==> src/rtl/drive_cmd_sequencer.sv <==
// Motor drive command sequencer: one-hot direction output with dead time between motion changes.
// Optional watchdog compiled in with macro WATCHDOG_EN.
`timescale 1ns/1ps
module drive_cmd_sequencer #(
    parameter int unsigned DEADTIME_CYCLES = 12500,
    parameter int unsigned TIMEOUT_CYCLES  = 62500000
) (
    input  logic       clk_125mhz,
    input  logic       reset_n,
    input  logic       cmd_valid,
    input  logic [2:0] cmd_code,
    output logic       cmd_ready,
    output logic [4:0] direction,
    output logic       dead_active,
    output logic       cmd_err,
    output logic       wdt_trip
);

    typedef enum logic [1:0] {
        S_IDLE = 2'd0,
        S_RUN  = 2'd1,
        S_DEAD = 2'd2
    } state_e;

    localparam logic [4:0] DIR_FWD   = 5'b00001;
    localparam logic [4:0] DIR_IDLE  = 5'b00010;
    localparam logic [4:0] DIR_BWD   = 5'b00100;
    localparam logic [4:0] DIR_LEFT  = 5'b01000;
    localparam logic [4:0] DIR_RIGHT = 5'b10000;

    localparam int unsigned DEAD_W = 20;
    localparam logic [DEAD_W-1:0] DEAD_LOAD = DEAD_W'(DEADTIME_CYCLES - 1);

    function automatic logic [4:0] code_to_dir(input logic [2:0] code);
        logic [4:0] dir;
        case (code)
            3'd1:    dir = DIR_FWD;
            3'd2:    dir = DIR_BWD;
            3'd3:    dir = DIR_LEFT;
            3'd4:    dir = DIR_RIGHT;
            default: dir = DIR_IDLE;
        endcase
        return dir;
    endfunction

    function automatic logic is_motion(input logic [2:0] code);
        return (code >= 3'd1) && (code <= 3'd4);
    endfunction

    state_e            state_q, state_d;
    logic [4:0]        direction_q, direction_d;
    logic [2:0]        pending_q, pending_d;
    logic [DEAD_W-1:0] dead_cnt_q, dead_cnt_d;
    logic              cmd_ready_q, cmd_ready_d;
    logic              dead_active_q, dead_active_d;
    logic              cmd_err_q, cmd_err_d;
    logic              wdt_trip_q, wdt_trip_d;
    logic              accept_s;
    logic              wdt_expire_s;

    assign accept_s = cmd_valid && cmd_ready_q;

`ifdef WATCHDOG_EN
    localparam int unsigned WDT_W = 27;
    localparam logic [WDT_W-1:0] WDT_LAST = WDT_W'(TIMEOUT_CYCLES - 1);

    logic [WDT_W-1:0] wdt_q, wdt_d;

    assign wdt_expire_s = (wdt_q == WDT_LAST);

    // Watchdog next value: counts only while staying in S_RUN without a new command
    always_comb begin
        wdt_d = wdt_q;
        if (accept_s || (state_q != S_RUN) || (state_d != S_RUN)) begin
            wdt_d = '0;
        end else begin
            wdt_d = wdt_q + WDT_W'(1);
        end
    end

    // Watchdog counter register
    always_ff @(posedge clk_125mhz or negedge reset_n) begin
        if (!reset_n) begin
            wdt_q <= '0;
        end else begin
            wdt_q <= wdt_d;
        end
    end
`else
    assign wdt_expire_s = 1'b0;
`endif

    // State register
    always_ff @(posedge clk_125mhz or negedge reset_n) begin
        if (!reset_n) begin
            state_q <= S_IDLE;
        end else begin
            state_q <= state_d;
        end
    end

    // Next-state, pending command and dead-time counter
    always_comb begin
        state_d    = state_q;
        pending_d  = pending_q;
        dead_cnt_d = dead_cnt_q;
        case (state_q)
            S_IDLE: begin
                if (accept_s && is_motion(cmd_code)) begin
                    state_d = S_RUN;
                end else begin
                    state_d = S_IDLE;
                end
            end
            S_RUN: begin
                if (accept_s) begin
                    if (!is_motion(cmd_code)) begin
                        state_d = S_IDLE;
                    end else if (code_to_dir(cmd_code) == direction_q) begin
                        state_d = S_RUN;
                    end else begin
                        state_d    = S_DEAD;
                        pending_d  = cmd_code;
                        dead_cnt_d = DEAD_LOAD;
                    end
                end else if (wdt_expire_s) begin
                    state_d = S_IDLE;
                end else begin
                    state_d = S_RUN;
                end
            end
            S_DEAD: begin
                if (dead_cnt_q == '0) begin
                    state_d = S_RUN;
                end else begin
                    dead_cnt_d = dead_cnt_q - DEAD_W'(1);
                end
            end
            default: begin
                state_d    = S_IDLE;
                pending_d  = 3'd0;
                dead_cnt_d = '0;
            end
        endcase
    end

    // Output next values, derived from the transition being taken
    always_comb begin
        direction_d   = DIR_IDLE;
        cmd_ready_d   = (state_d != S_DEAD);
        dead_active_d = (state_d == S_DEAD);
        cmd_err_d     = accept_s && (cmd_code > 3'd4);
        wdt_trip_d    = (state_q == S_RUN) && !accept_s && wdt_expire_s;
        case (state_d)
            S_RUN: begin
                if (state_q == S_DEAD) begin
                    direction_d = code_to_dir(pending_q);
                end else if (accept_s) begin
                    direction_d = code_to_dir(cmd_code);
                end else begin
                    direction_d = direction_q;
                end
            end
            S_IDLE:  direction_d = DIR_IDLE;
            S_DEAD:  direction_d = DIR_IDLE;
            default: direction_d = DIR_IDLE;
        endcase
    end

    // Registered outputs and datapath
    always_ff @(posedge clk_125mhz or negedge reset_n) begin
        if (!reset_n) begin
            direction_q   <= DIR_IDLE;
            pending_q     <= 3'd0;
            dead_cnt_q    <= '0;
            cmd_ready_q   <= 1'b1;
            dead_active_q <= 1'b0;
            cmd_err_q     <= 1'b0;
            wdt_trip_q    <= 1'b0;
        end else begin
            direction_q   <= direction_d;
            pending_q     <= pending_d;
            dead_cnt_q    <= dead_cnt_d;
            cmd_ready_q   <= cmd_ready_d;
            dead_active_q <= dead_active_d;
            cmd_err_q     <= cmd_err_d;
            wdt_trip_q    <= wdt_trip_d;
        end
    end

    assign direction   = direction_q;
    assign cmd_ready   = cmd_ready_q;
    assign dead_active = dead_active_q;
    assign cmd_err     = cmd_err_q;
    assign wdt_trip    = wdt_trip_q;

endmodule

==> config.mk <==
export PLATFORM = sky130hd
export DESIGN_NAME = drive_cmd_sequencer
export DESIGN_NICKNAME = d
export VERILOG_FILES = /design/src/rtl/drive_cmd_sequencer.sv
export SDC_FILE = /design/constraint.sdc
export NUM_CORES = 1
export LEC_CHECK = 0
export ABC_AREA = 0
export BUFFER_PORTS_ARGS = -buffer_cell sky130_fd_sc_hd__buf_2
export CAP_MARGIN = 20
export CORE_MARGIN = 4
export CORE_UTILIZATION = 54
export DETAILED_ROUTE_END_ITERATION = 12
export GPL_ROUTABILITY_DRIVEN = 1
export PLACE_DENSITY = 0.75
export SLEW_MARGIN = 30
export SYNTH_ARGS = -nofsm -noshare
export SYNTH_HDL_FRONTEND = slang
export SYNTH_SLANG_ARGS = --single-unit
==> constraint.sdc <==
create_clock -name clk_125mhz -period 2.3 [get_ports clk_125mhz]
set_input_delay 0.345 -clock clk_125mhz [delete_from_list [all_inputs] [get_ports clk_125mhz]]
set_output_delay 0.345 -clock clk_125mhz [all_outputs]
set_load 0.05 [all_outputs]
Word-level counts from Yosys, hierarchy flattened --
Cells that the tools add are included. Widths: inputs -> output; s select.
Operators by class: $add $sub $neg 1, order comparisons 3, equal/unequal tests 19, mux-type cells 23, bitwise logic cells 2, reduce and logical (&&, ||, !) cells 9
Operator list (number):
- $mux 20 | 4
- $pmux 20 s3 | 1
- $pmux 5 s4 | 2
- $mux 5 | 6
- $logic_not 20->1 | 1
- $sub 20x1->20 const B | 1
- $eq 3x2->1 const B | 4
- $ne 2x2->1 const B | 5
- $mux 3 | 3
- $mux 2 | 4
- $eq 3x1->1 const B | 2
- $eq 3x3->1 const B | 2
- $pmux 2 s3 | 1
- $pmux 3 s2 | 1
- $eq 5x5->1 | 1
- $reduce_and 5->1 | 1
- $eq 2x1->1 const B | 2
- $eq 2x2->1 const B | 2
- $logic_and 1x1->1 | 4
- $reduce_and 4->1 | 1
- $ge 3x1->1 const B | 1
- $gt 3x3->1 const B | 1
- $le 3x3->1 const B | 1
- $ne 3x3->1 const B | 1
- other kinds (4) | 5
Word-level totals: register bits after elaboration 33, input bits 6, logic and storage cells 64

Logic depth before layout (Yosys ltp) --
Gate-level depths: netlist of the first run.
word-level depth 12, mapped depth 10, depth with buffers taken out 9

Worst setup path after synthesis of the first run --
No wires, ideal clock.
path kind register -> register, start register cmd_ready_q (netlist: cmd_ready), end register dead_cnt_q[15], setup time 0.077 ns, arrival 2.237 ns, path slack -0.015 ns, cell stages (with the launch flop) 7, cell sequence dfstp_2 > nand2_1 > and2b_1 > o21ai_2 > a211oi_2 > or4b_1 > a21oi_1
On the way: longest elaborated chain between the ends 3
RTL lines:
- start, declared | RTL line 54 | logic cmd_ready_q, cmd_ready_d;
- start signal, assigned | RTL line 184 | cmd_ready_q <= cmd_ready_d;
- $logic_and 1x1->1 | RTL line 61 | assign accept_s = cmd_valid && cmd_ready_q;
- $ne 2x2->1 (no source line)
- $reduce_and 5->1 (no source line)
- end signal, assigned | RTL line 183 | dead_cnt_q <= dead_cnt_d;
- end, declared | RTL line 53 | logic [DEAD_W-1:0] dead_cnt_q, dead_cnt_d;
No other way between the ends. A chain may end at the register's enable or synchronous reset.

Worst setup path after layout of the first run --
start register dead_cnt_q[13], end register dead_cnt_q[19]
On the way: longest elaborated chain between the ends 3, elaborated cells between the ends (all ways) 6, those cells by class 1 x add/sub; 1 x eq/ne; 2 x mux; 2 x reduce/logical
RTL lines (RTL line):
- $sub 20x1->20 or $logic_not 20->1 (tied branches) | 136, 133
- $mux 20 or $ne 2x2->1 (tied branches)
- $pmux 20 s3 or $reduce_and 5->1 (tied branches)
Several ways; a longest one is shown, not always the timed one. The select of a mux whose other input is x is not followed.

==> metrics, run 1 <==
Post-Syn Area 2079 sq um; number of synthesized flops with an enable pin 0; Synthesized Nets 246; Post-DP HPWL 3223 um; All-Layer GR Usage 0.1915; class of the worst hold path in -> async; final WL 4506 um; number of global-route vias before repair 1652; FF-to-FF setup slack 0.09 ns; Worst EP required 2.48 ns; CTS Buf Count 5; Seq cells post-synth 33; YS warnings 0; Clock Skew 0.004285 ns; Rows 22; P per Cell Area 431.1 nW/um^2; IO Pins 15; Yosys cell types 59; Worst Path Max Fanout 5; GPL Wtd Cong 0.8920; clock latency on the worst-skew pair 0.28 ns; Synth top area share 0.3730; CTS tree built; area share of and/or/nand/nor cells after synthesis 0.2617; Layout area overhead 14.08%; Iter 0 DRT Violations 218; Max-cap violations 0; via/cell ratio 5.945; largest family of logic cells by synthesized area simple AND/OR/NAND/NOR gates; Die H 70.06 um; die width 70.06 um; Root Driver clkbuf_8; clk buf depth 2; crit end category flip-flop; wire per inst 14.63 um; Pleak 0.9536 nW; antenna violations before repair 0; share of cells above drive strength 1 0.2192; CP arrival 2.39 ns; Hold Slack 0.1307 ns; area of the core 3689 sq um; crit path launch dead_cnt_q[13]$_DFFE_PN0P_; Synth async-reset ratio 1.000; Tcrit/Tclk final 0.9614; Max Slew Vio Count 0; total number of vias 1831; worst-margin pin slew 0.7360 ns; area occupied by multi-input gates 1189 sq um; CP startpoint kind flip-flop; fill count 317; top cells by area, synth dfrtp_1, a21oi_1, nor2_1; unrepaired setup endpoints after global routing false; H-Tree Level Count 2; critical path class reg -> reg; worst flop-to-flop path startpoint dead_cnt_q[13]$_DFFE_PN0P_; Slew HR 0.5093; hold buffers post-CTS 0; largest net degree at the start of global routing 34; Mapped Cells 234; FF/Latch Area 828.3 sq um; # diodes 0; area fraction in compound gates after synthesis 0.2154; grt ovf 0; global-route wire length before repair 7707 um; Starting Density 0.5638; Detail Route Antenna Nets 0; mux cell area share after synthesis 0.01444; Reg clk slew, reported paths 0.06 ns; I/O Buffers 13; ys flop type dfrtp_1; status completed; Post-Syn Area per Cell 8.887 sq um; Die Area 4908 sq um; DRT Pass-1 Iters 4; cell taking the most area after synthesis dfrtp_1; final hold vios 0; Post-Synth XOR/XNOR Area 0.02527; Max Freq 452.2 MHz; sequential area share after synthesis 0.3983; Power Total 1.023 mW; residual DRC count 0; Synth Area in Adders 0.03610; Peak VDD IR 0.4188 mV; setup violators final 0; fin nets 271; post-layout minimum cycle time 2.211 ns; CTS sink count 33
-- layer usage --
metal,global-route usage,wire [um],vias to the layer above,share of wire
li1,-,-,907,-
met1,0.2923,2234,872,0.50
met2,0.2707,1966,43,0.44
met3,0.03885,222,9,0.049
met4,0.05745,82,0,0.018
met5,0,0,-,0
-- final cells by class --
| type | count | share of cell area |
|---|---|---|
| multi-input cells | 181 | 0.5011 |
| flip-flops and latches | 33 | 0.3492 |
| repair buffers | 28 | 0.07489 |
| clock buffers | 8 | 0.03376 |
| well taps | 48 | 0.02532 |
| inverters | 10 | 0.01582 |
-- metrics by stage --
stage | setup slack [ns] | instance area (sq um) | TNS (ns) | util | cells
global route | 0.005172 | 2372 | 0 | 0.6431 | 308
finish | 0.08877 | 2372 | 0 | 0.6431 | 308
global placement | 0.01915 | 2260 | 0 | 0.6126 | 300
CTS | 0.07139 | 2352 | 0 | 0.6377 | 308
detailed placement | -0.03656 | 2260 | -0.1456 | 0.6126 | 300
floorplan | 0.02159 | 2082 | 0 | - | 234
-- critical path, cell delays in order (launching register included) --
cell and delay [ns]:
dfrtp_1 0.39, or4_4 0.56, nor4_4 0.26, a41o_2 0.30, a211oi_2 0.08, and4_1 0.24, nor4_2 0.27
-- where the power goes --
| part | switching [mW] | internal [mW] |
|---|---|---|
| clock | 0.191 | 0.215 |
| sequential | 0 | 0.581 |
| combinational | 0.0280 | 0.00867 |
| total | 0.219 | 0.804 |
-- synth_stat cells (3+ instances only) --
| cell type | count |
|---|---|
| nor2_1 | 28 |
| nor4_1 | 8 |
| nand2_1 | 14 |
| dfrtp_1 | 31 |
| inv_1 | 10 |
| a31oi_1 | 8 |
| buf_2 | 3 |
| xnor2_1 | 5 |
| a22o_1 | 3 |
| buf_4 | 3 |
| a21oi_1 | 24 |
| or4_1 | 3 |
| mux2i_1 | 3 |
| clkbuf_1 | 3 |
| a211oi_1 | 3 |
| nor3_1 | 9 |
| or3_1 | 3 |
| nand3_1 | 3 |
| o21ai_0 | 13 |
| ha_1 | 6 |
-- cells by family after synthesis --
kind of cell	count (synthesis)
other	1
adders and majority gates	6
DFF	33
buffers and inverters	20
and+or+nand+nor	96
AOI/OAI and AO/OA	69
muxes	3
xor gates and xnor gates	6
-- path summary, 6_finish.rpt --
path	endpoint	depth (start not counted)
max	dead_cnt_q[19]$_DFFE_PN0P_	6
min	direction[4]$_DFFE_PN0P_	1
max reg2reg	dead_cnt_q[19]$_DFFE_PN0P_	6
min reg2reg	dead_cnt_q[13]$_DFFE_PN0P_	2
max in group asynchronous	dead_cnt_q[19]$_DFFE_PN0P_	1
min in group clk_125mhz	pending_q[1]$_DFFE_PN0P_	2
-- sequential cells by signal, summed over array words and instances (netlist names) --
register	cells
state_q	2
cmd_ready	1
dead_cnt_q	20
pending_q	3
direction	5
cmd_err	1
dead_active	1
-- cell usage in the layout, fill, tap and decap left out, types with 3 or more instances in the layout --
master,count
nand3_1,3
nor2_1,26
nand2_1,13
nor4_1,6
nor3_1,9
or3_1,3
mux2i_1,3
o21ai_0,13
buf_4,15
a21oi_1,24
inv_1,10
nor2_2,3
dfrtp_1,31
clkbuf_1,3
clkbuf_8,5
xnor2_1,5
a211oi_1,3
ha_1,6
buf_2,13
or4_1,3
a22o_1,3
a31oi_1,8
-- timing repair --
action                                  4_1_cts  5_1_grt
pin swaps                                     0        2
endpoints found under the setup margin        6        8
buffers inserted                              0        0
gates resized for setup                       2        4
Note: power is estimated with default switching activity, not from simulation.
==> inputs of run 2 (changes only) <==
Clock period 2.3 ns to 1.94 ns, I/O delays scaled along.
==> run 2 against run 1 <==
Against the previous run: the run now ends with setup timing left; count of clock-buffer cells in the layout decreased by 1; fmax increased by 0.27%; critical path depth increased by 2; routed wire length increased by 55%; hold slack got worse by 0.074 ns; via count increased by 22%; sequential cell count unchanged; core utilization increased by 16 points; final cell count increased by 15%; die area unchanged; combinational power increased by 72%; clock skew increased by 0.0024 ns; critical path type unchanged; largest power group unchanged.
==> metrics, run 2 (synthesis results as in run 1) <==
status complete, but fails checks; failing checks setup timing; Root Driver clkbuf_8; Iter 0 DRT Violations 265; Slew HR 0.5128; Worst EP required 2.14 ns; die width 70.06 um; global-route wire length before repair 9770 um; share of cells above drive strength 1 0.4248; Layout area overhead 42.84%; H-Tree Level Count 2; Most flops, register dead_cnt_q; GPL Wtd Cong 0.8681; Pleak 1.229 nW; CTS tree built; Tcrit/Tclk final 1.137; CTS sink count 33; P per Cell Area 479.1 nW/um^2; # diodes 0; unrepaired setup endpoints after global routing true; I/O Buffers 13; Largest register FFs 20; number of global-route vias before repair 1998; Rows 22; CP top delay family simple AND/OR/NAND/NOR gates; clk buf depth 2; Worst Path Max Fanout 13; antenna violations before repair 0; clock latency on the worst-skew pair 0.29 ns; CP startpoint kind flip-flop; Die H 70.06 um; worst-margin pin slew 0.7307 ns; crit end category flip-flop; All-Layer GR Usage 0.2506; total number of vias 2239; Max Slew Vio Count 0; Max-cap violations 0; setup violators final 31; post-route non-filler standard cell count 354; via/cell ratio 6.325; Peak VDD IR 0.5093 mV; WP depth 8; WP buf/inv 2; Clock Skew 0.006685 ns; Starting Density 0.5638; post-layout minimum cycle time 2.205 ns; Die Area 4908 sq um; largest net degree at the start of global routing 34; residual DRC count 0; Detail Route Antenna Nets 0; CTS Buf Count 5; area of the core 3689 sq um; commonest non-fill, non-tap cell in the layout buf_4; Reg clk slew, reported paths 0.07 ns; Max Freq 453.4 MHz; fin nets 317; CP arrival 2.40 ns; Inst Count DP 336; final WL 6982 um; R2R depth 8; CP max-delay cell or4_1; Setup TNS -5.705 ns; post-route setup slack -0.2653 ns; grt ovf 0; Largest stage delay, worst path 0.54 ns; most frequent cells in the layout buf_4, nor2_1, dfrtp_1, a21oi_1; final hold vios 0; wire per inst 19.72 um; IO Pins 15; DRT Pass-1 Iters 6; fill count 243; class of the worst hold path in -> async; cell-by-cell trace of the critical path or4_1 -> nor2_1 -> a41o_2 -> buf_4 -> a21o_4 -> buf_4 -> o21ai_0 -> o21ai_0; critical path class reg -> reg; Post-DP HPWL 3931 um
## run 2: worst paths after layout
kind | from | to | slack (ns)
max | dead_cnt_q[17]$_DFFE_PN0P_ | dead_cnt_q[13]$_DFFE_PN0P_ | -0.27
min reg2reg | dead_cnt_q[18]$_DFFE_PN0P_ | dead_cnt_q[18]$_DFFE_PN0P_ | 0.56
min in group clk_125mhz | cmd_code[2] | cmd_err$_DFF_PN0_ | 0.33
min | reset_n | cmd_err$_DFF_PN0_ | 0.06
max in group asynchronous | reset_n | direction[3]$_DFFE_PN0P_ | 1.38
max reg2reg | dead_cnt_q[17]$_DFFE_PN0P_ | dead_cnt_q[13]$_DFFE_PN0P_ | -0.27
## run 2: power by group
group / total [mW] / switching [mW] / internal, mW
combinational: 0.0633 / 0.0414 / 0.0219
sequential: 0.688 / 0 / 0.688
clock: 0.672 / 0.253 / 0.419
total: 1.42 / 0.295 / 1.13
## run 2: worst register-to-register path, stage by stage (launching register included)
cell     delay [ns]
dfrtp_1        0.39
or4_1          0.54
nor2_1         0.25
a41o_2         0.27
buf_4          0.13
a21o_4         0.19
buf_4          0.17
o21ai_0        0.09
o21ai_0        0.09
## run 2: final cells by class
| type | count | area (sq um) | area share |
|---|---|---|---|
| clock buffers | 7 | 86.33 | 0.02906 |
| clock inverters | 1 | 30.03 | 0.01011 |
| inverters | 10 | 37.54 | 0.01264 |
| multi-input cells | 181 | 1374 | 0.4625 |
| flip-flops and latches | 33 | 837.1 | 0.2818 |
| well taps | 48 | 60.06 | 0.02022 |
| repair buffers | 74 | 545.5 | 0.1837 |
## run 2: metal layers
metal / routed length [um] / vias up / part of all wire / track usage
met5: 0 / - / 0 / 0
met4: 312 / 0 / 0.045 / 0.07660
met3: 525 / 32 / 0.075 / 0.05468
met2: 3467 / 132 / 0.50 / 0.4124
met1: 2676 / 1080 / 0.38 / 0.3291
li1: - / 995 / - / -
## run 2: through the flow
| step | total power, mW | worst slack [ns] | utilization | hold slack (ns) | cell area (sq um) |
|---|---|---|---|---|---|
| 3_3_place_gp | 0.7589 | -0.1610 | 0.6954 | 0.3907 | 2565 |
| 6_report | 1.423 | -0.2653 | 0.8053 | 0.05640 | 2970 |
| 4_1_cts | 1.430 | -0.2211 | 0.7554 | 0.08457 | 2786 |
| 3_5_place_dp | 0.7600 | -0.3669 | 0.6954 | 0.3909 | 2565 |
| 5_1_grt | 1.470 | -0.3888 | 0.8053 | 0.1055 | 2970 |
| 2_1_floorplan | 0.7251 | -0.1466 | - | -0.004591 | 2120 |
## run 2: repair_timing
action / 4_1_cts / 5_1_grt
hold buffers: 0 / 0
pin swaps: 9 / 7
setup endpoints to repair: 31 / 32
gates cloned: 0 / 0
resized for setup: 18 / 23
buffers inserted: 3 / 7
==> inputs of run 3 (changes only) <==
Settings changed: MAX_ROUTING_LAYER set to met4.
==> run 3 against run 2 <==
Against the previous run: the run still ends with setup timing left; global-route usage grew 0.76 points; non-clock buffer count unchanged; worst setup slack worse by 0.027 ns; final cell count unchanged; sequential share of layout area grew 0.071 points; die area did not move; hold slack improved by 0.0027 ns; count of clock-buffer cells in the layout is the same; critical endpoint is now dead_cnt_q[2]$_DFFE_PN0P_.
==> metrics, run 3 (synthesis results as in run 1) <==
share of cells above drive strength 1 0.4248; largest net degree at the start of global routing 34; H-Tree Level Count 2; # diodes 0; Cell Area, Placed 2565 sq um; Pleak 1.227 nW; crit path launch dead_cnt_q[7]$_DFFE_PN0P_; Max-cap violations 0; Die H 70.06 um; fill count 242; residual DRC count 0; Worst Path Max Fanout 3; Slew HR 0.5048; Layout area overhead 42.48%; Root Driver clkbuf_8; clk buf depth 2; via/cell ratio 6.356; CTS Buf Count 5; grt ovf 0; Peak VDD IR 0.5102 mV; pre-CTS WS -0.3669 ns; All-Layer GR Usage 0.2582; CP startpoint kind flip-flop; commonest non-fill, non-tap cell in the layout buf_4; Most flops, register dead_cnt_q; setup violators final 31; crit path to dead_cnt_q[2]$_DFFE_PN0P_; Tcrit/Tclk final 1.151; class of the worst hold path in -> async; GPL Wtd Cong 0.8822; die width 70.06 um; global-route wire length before repair 9804 um; post-route cell area 2963 sq um; area occupied by multi-input gates 1366 sq um; FF-to-FF setup slack -0.29 ns; CP arrival 2.41 ns; most frequent cells in the layout buf_4, nor2_1, dfrtp_1, a21oi_1; I/O Buffers 13; Clock Skew 0.006415 ns; wire per inst 19.43 um; Starting Density 0.5638; CP dominant cell by count buf_4; RR Endpoint dead_cnt_q[2]$_DFFE_PN0P_; Post-DP HPWL 3931 um; CTS tree built; Rows 22; P per Cell Area 481.9 nW/um^2; DRT Pass-1 Iters 6; final hold vios 0; worst flop-to-flop path startpoint dead_cnt_q[7]$_DFFE_PN0P_; post-route setup slack -0.2924 ns; Detail Route Antenna Nets 0; Iter 0 DRT Violations 235; total number of vias 2250; FF/Latch Area 837.1 sq um; final WL 6878 um; status complete, but fails checks; post-layout minimum cycle time 2.232 ns; worst-margin pin slew 0.7428 ns; area of the core 3689 sq um; number of global-route vias before repair 1991; clock latency on the worst-skew pair 0.29 ns; unrepaired setup endpoints after global routing true; Die Area 4908 sq um; Max Slew Vio Count 0; Reg clk slew, reported paths 0.07 ns; Worst EP required 2.12 ns; Max Freq 447.9 MHz; cell-by-cell trace of the critical path nor4_4 -> nor3b_4 -> buf_4 -> a41o_2 -> buf_4 -> buf_4 -> buf_4 -> a211oi_1 -> xnor2_1 -> nor2_1; Largest stage delay, worst path 0.44 ns; antenna violations before repair 0; CTS sink count 33; Largest register FFs 20; IO Pins 15; crit end category flip-flop; fin nets 317; R2R depth 10; CP max-delay cell dfrtp_1; critical path class reg -> reg; failing checks setup timing
==> run 3: report_power, final <==
group / switching [mW] / internal [mW] / leakage, nW
clock: 0.258 / 0.419 / 0.0585
sequential: 0 / 0.688 / 0.360
combinational: 0.0415 / 0.0218 / 0.809
==> run 3: timing repair <==
| item | in CTS | in global routing |
|---|---|---|
| resized for setup | 18 | 22 |
| pin swaps | 9 | 8 |
| endpoints found under the setup margin | 31 | 32 |
| hold buffers | 0 | 0 |
| cloned | 0 | 0 |
| buffers inserted | 3 | 7 |
==> run 3: worst min-delay path by stage <==
stage	startpoint	to	cells after the start
6_report	reset_n	cmd_err$_DFF_PN0_	1
5_1_grt	reset_n	cmd_err$_DFF_PN0_	1
4_1_cts	reset_n	dead_cnt_q[9]$_DFFE_PN0P_	1
3_5_place_dp	reset_n	cmd_err$_DFF_PN0_	1
3_3_place_gp	reset_n	cmd_err$_DFF_PN0_	1
2_1_floorplan	reset_n	cmd_err$_DFF_PN0_	0
==> run 3: cell type report <==
class | count | area share
inverters | 10 | 0.01267
flip-flops and latches | 33 | 0.2825
clock inverters | 1 | 0.01014
clock buffers | 7 | 0.02914
multi-input cells | 181 | 0.4611
repair buffers | 74 | 0.1841
well taps | 48 | 0.02027
==> run 3: stage by stage <==
stage	cells	setup TNS, ns	util	hold WS (ns)	power [mW]
floorplan	234	-0.8270	-	-0.004591	0.7251
global placement	336	-2.925	0.6954	0.3907	0.7589
detailed placement	336	-5.859	0.6954	0.3909	0.7600
CTS	347	-3.293	0.7554	0.08457	1.430
global route	354	-8.394	0.8033	0.1080	1.470
finish	354	-5.161	0.8033	0.05909	1.428
==> run 3: metal layers <==
metal  global-route usage  up-vias  share of wire
li1                     -      996              -
met1               0.3318     1072           0.39
met2               0.4113      150           0.49
met3              0.05468       32          0.076
met4              0.07660        0          0.040
met5                    -        -              0
==> run 3: critical path, delay by kind of cell (launching register included) <==
family	cells	cell delay [ns]
AND/OR/NAND/NOR	3	0.69
XOR/XNOR	1	0.22
buffers and inverters	4	0.50
AO/OA/AOI/OAI	2	0.27
flip-flops	1	0.44
